File: config.mk
export PLATFORM = sky130hd
export DESIGN_NAME = w_pp_reader
export DESIGN_NICKNAME = d
export VERILOG_FILES = /design/src/rtl/w_pp_reader.sv
export SDC_FILE = /design/constraint.sdc
export NUM_CORES = 1
export LEC_CHECK = 0
export BUFFER_PORTS_ARGS = -buffer_cell sky130_fd_sc_hd__buf_2
export CAP_MARGIN = 30
export CORE_UTILIZATION = 41
export CTS_CLUSTER_SIZE = 16
export DETAILED_ROUTE_END_ITERATION = 16
export SYNTH_ARGS = -nofsm -noshare
export SYNTH_HDL_FRONTEND = slang
export SYNTH_SLANG_ARGS = --single-unit
export TNS_END_PERCENT = 100
File: constraint.sdc
create_clock -name clk -period 5.2 [get_ports clk]
set_clock_uncertainty 0.2 [all_clocks]
set_input_delay 0.52 -clock clk [delete_from_list [all_inputs] [get_ports clk]]
set_output_delay 0.52 -clock clk [all_outputs]
set_load 0.02 [all_outputs]
File: src/rtl/w_pp_reader.sv
// w_pp_reader: read-side sequencer for the West ping-pong buffer.
// It waits for a full bank and replays it COL_Y times toward the matmul cores
// through a 2-entry skid FIFO. It then hands the bank back to the writer and
// moves to the other bank.
module w_pp_reader #(
   parameter  int unsigned WIDTH         = 16,
   parameter  int unsigned CHUNK_SIZE    = 4,
   parameter  int unsigned NUM_CORES_A   = 2,
   parameter  int unsigned NUM_CORES_B   = 2,
   parameter  int unsigned COL_X         = 4,
   parameter  int unsigned TOTAL_INPUT_W = 2,
   parameter  int unsigned COL_Y         = 4,
   localparam int unsigned MODULE_WIDTH  = WIDTH * CHUNK_SIZE * NUM_CORES_A * NUM_CORES_B,
   localparam int unsigned TOTAL_DEPTH   = COL_X * TOTAL_INPUT_W,
   localparam int unsigned ADDR_WIDTH    = $clog2(TOTAL_DEPTH),
   localparam int unsigned PASS_WIDTH    = $clog2(COL_Y)
) (
   input  logic                    clk,
   input  logic                    rst_n,
   input  logic [1:0]              bank_full_i,
   output logic [1:0]              bank_release_o,
   output logic                    rd_en_o,
   output logic                    rd_bank_o,
   output logic [ADDR_WIDTH-1:0]   rd_addr_o,
   input  logic [MODULE_WIDTH-1:0] rd_data_i,
   output logic [MODULE_WIDTH-1:0] out_data_o,
   output logic                    out_valid_o,
   input  logic                    out_ready_i,
   output logic                    out_last_o,
   output logic [PASS_WIDTH-1:0]   out_pass_o,
   output logic                    busy_o
);

   localparam logic [1:0] IDLE    = 2'd0;
   localparam logic [1:0] READ    = 2'd1;
   localparam logic [1:0] DRAIN   = 2'd2;
   localparam logic [1:0] RELEASE = 2'd3;

   logic [1:0]              state_q, state_nxt;
   logic                    cur_q;
   logic [ADDR_WIDTH-1:0]   addr_q;
   logic [PASS_WIDTH-1:0]   pass_q;
   logic                    inflight_q;
   logic [PASS_WIDTH-1:0]   ifl_pass_q;
   logic                    ifl_last_q;
   logic [MODULE_WIDTH-1:0] fifo_data_q [2];
   logic [PASS_WIDTH-1:0]   fifo_pass_q [2];
   logic                    fifo_last_q [2];
   logic                    wr_ptr_q, rd_ptr_q;
   logic [1:0]              count_q;
   logic [1:0]              release_q;
   logic                    busy_q;
   logic                    pop, issue, addr_end, pass_end;

   // Handshake and read-issue decode: a read may be issued only if the FIFO
   // can still absorb it after this cycle's pop.
   assign addr_end    = (addr_q == ADDR_WIDTH'(TOTAL_DEPTH - 1));
   assign pass_end    = (pass_q == PASS_WIDTH'(COL_Y - 1));
   assign out_valid_o = (count_q != 2'd0);
   assign pop         = out_valid_o & out_ready_i;
   assign issue       = (state_q == READ) &&
                        ((3'(count_q) + 3'(inflight_q)) < (3'd2 + 3'(pop)));

   assign rd_en_o        = issue;
   assign rd_bank_o      = cur_q;
   assign rd_addr_o      = addr_q;
   assign out_data_o     = fifo_data_q[rd_ptr_q];
   assign out_pass_o     = out_valid_o ? fifo_pass_q[rd_ptr_q] : '0;
   assign out_last_o     = out_valid_o & fifo_last_q[rd_ptr_q];
   assign bank_release_o = release_q;
   assign busy_o         = busy_q;

   // State register
   always_ff @(posedge clk or negedge rst_n) begin
      if (!rst_n) state_q <= IDLE;
      else        state_q <= state_nxt;
   end

   // Next-state logic
   always_comb begin
      state_nxt = state_q;
      case (state_q)
         IDLE:    if (bank_full_i[cur_q]) state_nxt = READ;
         READ:    if (issue && addr_end && pass_end) state_nxt = DRAIN;
         DRAIN:   if ((count_q == 2'd0) && !inflight_q) state_nxt = RELEASE;
         RELEASE: state_nxt = IDLE;
         default: state_nxt = IDLE;
      endcase
   end

   // Bank pointer flips once the current bank has been handed back
   always_ff @(posedge clk or negedge rst_n) begin
      if (!rst_n)                  cur_q <= 1'b0;
      else if (state_q == RELEASE) cur_q <= ~cur_q;
   end

   // Address/pass counters advance only on an issued read
   always_ff @(posedge clk or negedge rst_n) begin
      if (!rst_n) begin
         addr_q <= '0;
         pass_q <= '0;
      end else if (issue) begin
         if (addr_end) begin
            addr_q <= '0;
            pass_q <= pass_end ? '0 : pass_q + PASS_WIDTH'(1);
         end else begin
            addr_q <= addr_q + ADDR_WIDTH'(1);
         end
      end
   end

   // In-flight read tracking; tags travel alongside the one-cycle read latency
   always_ff @(posedge clk or negedge rst_n) begin
      if (!rst_n) begin
         inflight_q <= 1'b0;
         ifl_pass_q <= '0;
         ifl_last_q <= 1'b0;
      end else begin
         inflight_q <= issue;
         if (issue) begin
            ifl_pass_q <= pass_q;
            ifl_last_q <= addr_end;
         end
      end
   end

   // 2-entry output FIFO, written with returning read data
   always_ff @(posedge clk or negedge rst_n) begin
      if (!rst_n) begin
         for (int i = 0; i < 2; i++) begin
            fifo_data_q[i] <= '0;
            fifo_pass_q[i] <= '0;
            fifo_last_q[i] <= 1'b0;
         end
         wr_ptr_q <= 1'b0;
         rd_ptr_q <= 1'b0;
         count_q  <= 2'd0;
      end else begin
         if (inflight_q) begin
            fifo_data_q[wr_ptr_q] <= rd_data_i;
            fifo_pass_q[wr_ptr_q] <= ifl_pass_q;
            fifo_last_q[wr_ptr_q] <= ifl_last_q;
            wr_ptr_q              <= ~wr_ptr_q;
         end
         if (pop) rd_ptr_q <= ~rd_ptr_q;
         case ({inflight_q, pop})
            2'b10:   count_q <= count_q + 2'd1;
            2'b01:   count_q <= count_q - 2'd1;
            default: count_q <= count_q;
         endcase
      end
   end

   // Registered status outputs, decoded from the next state
   always_ff @(posedge clk or negedge rst_n) begin
      if (!rst_n) begin
         release_q <= 2'b00;
         busy_q    <= 1'b0;
      end else begin
         busy_q    <= (state_nxt != IDLE);
         release_q <= (state_nxt == RELEASE) ? (cur_q ? 2'b10 : 2'b01) : 2'b00;
      end
   end

endmodule

==> results.md <==
- Routed wire per std cell: 18.7 um
- CP startpoint kind: flop
- Commonest non-fill, non-tap cell in the layout: mux2_2
- Number of library cell types mapped by synthesis: 23
- Die width: 239 um
- Pwr/cell area: 729 mW/mm2
- Final GP Congestion: 0.777
- Design area: 0.0308 mm2
- Critical Path End Type: output pin
- Seq/Total Area, Yosys: 0.583
- # resized after CTS: 0
- Max_slew headroom: 0.248
- Number of synthesis warnings: 0
- Max-slew violation count: 0
- CTS tree: built
- Max frequency: 287 MHz
- Max-cap violation count: 0
- Pin count of the biggest net entering global routing: 157
- PortBufs: 528
- Crit-path max FO: 79
- DRT Pass-1 Iters: 4
- DR DRC count: 0
- Antenna violations before repair: 4
- Die area: 0.0572 mm2
- GRT overflow: 0
- Vias in the first global route: 16.2k
- Die H: 239 um
- Postcts setup bufs: 0
- Synthesized Nets: 1718
- Final ANT Viol Nets: 0
- Leakage: 0.0137 uW
- Syn_area_per_cell: 15.9 um2
- Number of synthesized register bits: 537
- Placed Area: 0.0264 mm2
- Initial Util: 0.417
- Synth-to-layout area growth: 33.7%
- CTS Sinks: 537
- RSZ-0062 raised after global routing: false
- Clock Tree Root: clkbuf_16
- # rows: 86
- Worst-path clk slew: 0.06 ns
- Post-Syn Area: 0.0230 mm2
- Hold buffers post-CTS: 257
- Layout cells sized above 1: 0.625
- Via-to-Cell Ratio: 4.88
- Worst hold path type: primary input to flop
- First-pass GRT wire length: 88.0 mm
- Core Region: 0.0553 mm2
- CTS Buf Count: 57
- Tightest Pin Transition: 1.13 ns
- Critical path required time: 4.48 ns
- Worst Path Arrival: 2.77 ns
- Crit share post-route: 0.670
- Maximum VDD drop: 0.000413 V
- Vias: 14.7k
- WS Path Type: flop to output pin
- Final hold viol count: 0
- Status: finished, final reports clean
- DP HPWL: 37.5 mm
- CTS H-tree depth: 2
- Crit path time final: 3.49 ns
- DRT iter0 DRCs: 477
- Mapped Cells: 1451
- Max clock buf depth: 3
- Nets: 2494
- Final WL: 56.4 mm
- # setup viols final: 0
- Worst-Skew Late Latency: 0.60 ns
- Most frequent cells in the layout: mux2_2, dfrtp_1, buf_2
- TNS Setup: 0 ns
- Ports: 529
- Total GRT Usage: 0.195
==> logic make-up after synthesis <==
family	count (synthesis)	share of synthesized area
xor+xnor	6	0.00228
fa+ha+maj	6	0.00326
simple gates	21	0.00445
mux	785	0.383
compound gates	6	0.00201
flops	537	0.583
buf+inv	90	0.0216
==> cells in the mapped netlist, drive strengths merged <==
master	number	area [um2]
mux2	781	8790
dfrtp	537	13400
buf	83	470
nor2	12	52.6
ha	6	75.1
inv	5	18.8
mux2i	4	40.0
xnor2	4	35.0
o21ai	3	18.8
a21bo	2	20.0
clkbuf	2	7.51
nand2	2	7.51
nand4	2	12.5
nor2b	2	12.5
xor2	2	17.5
a211oi	1	7.51
nand2b	1	6.26
nand3	1	5.00
or3	1	6.26
==> routing by layer <==
metal	vias up	part of all wire	routed length, um	track usage
li1	6752	-	-	-
met1	7519	0.40	22600	0.233
met2	353	0.49	27900	0.331
met3	103	0.070	3940	0.0574
met4	2	0.035	1960	0.0773
met5	-	0.00023	13	0
==> report_power, final <==
group | internal (uW) | leakage (uW) | switching, uW | total, uW
sequential | 6360 | 0.00629 | 1130 | 7490
combinational | 5410 | 0.00655 | 5560 | 11000
clock | 2370 | 0.000905 | 1620 | 3990
==> per-stage QoR <==
step	cells	hold WS, ns	setup slack (ns)	utilization	power (uW)
final	3017	0.0761	1.71	0.557	22500
after global routing	3016	0.0655	1.59	0.557	23800
after CTS	3014	0.0194	1.66	0.557	22800
after detailed placement	2659	0.287	2.32	0.477	18500
after global placement	2659	0.281	2.34	0.477	18200
after floorplan	1451	0.0244	3.09	-	15300
==> layout make-up <==
| type | count | area, um2 |
|---|---|---|
| diodes | 3 | 7.51 |
| clock buffers | 82 | 1640 |
| clock inverters | 16 | 190 |
| fillers | 4668 | 24500 |
| inverters | 5 | 18.8 |
| multi-input cells | 824 | 9120 |
| flip-flops and latches | 537 | 13400 |
| well taps | 748 | 936 |
| repair buffers | 802 | 5450 |
==> final timing paths <==
check | startpoint | end | slack, ns | depth (start not counted)
worst max-delay path | rd_ptr_q | out_data_o[155] | 1.71 | 3
worst min-delay path | bank_full_i[1] | busy_o | 0.08 | 3
worst max register to register | inflight_q | fifo_data_q[426] | 2.75 | 4
worst min register to register | fifo_data_q[82] | fifo_data_q[82] | 0.30 | 1
max in group asynchronous | rst_n | fifo_data_q[39] | 3.04 | 3
min in group asynchronous | rst_n | fifo_data_q[176] | 0.39 | 2
==> sequential cells by signal, indices dropped and copies added (netlist names), 2 cells and up <==
register        cells
count_q             2
bank_release_o      2
fifo_data_q       512
rd_addr_o           3
pass_q              2
fifo_last_q         2
ifl_pass_q          2
state_q             2
fifo_pass_q         4
==> critical path: stages (launching register included) <==
cell     delay (ns)
dfrtp_4        1.00
buf_12         0.39
mux2_2         0.42
buf_2          0.16
No activity file was read; power rests on OpenSTA's default activity.
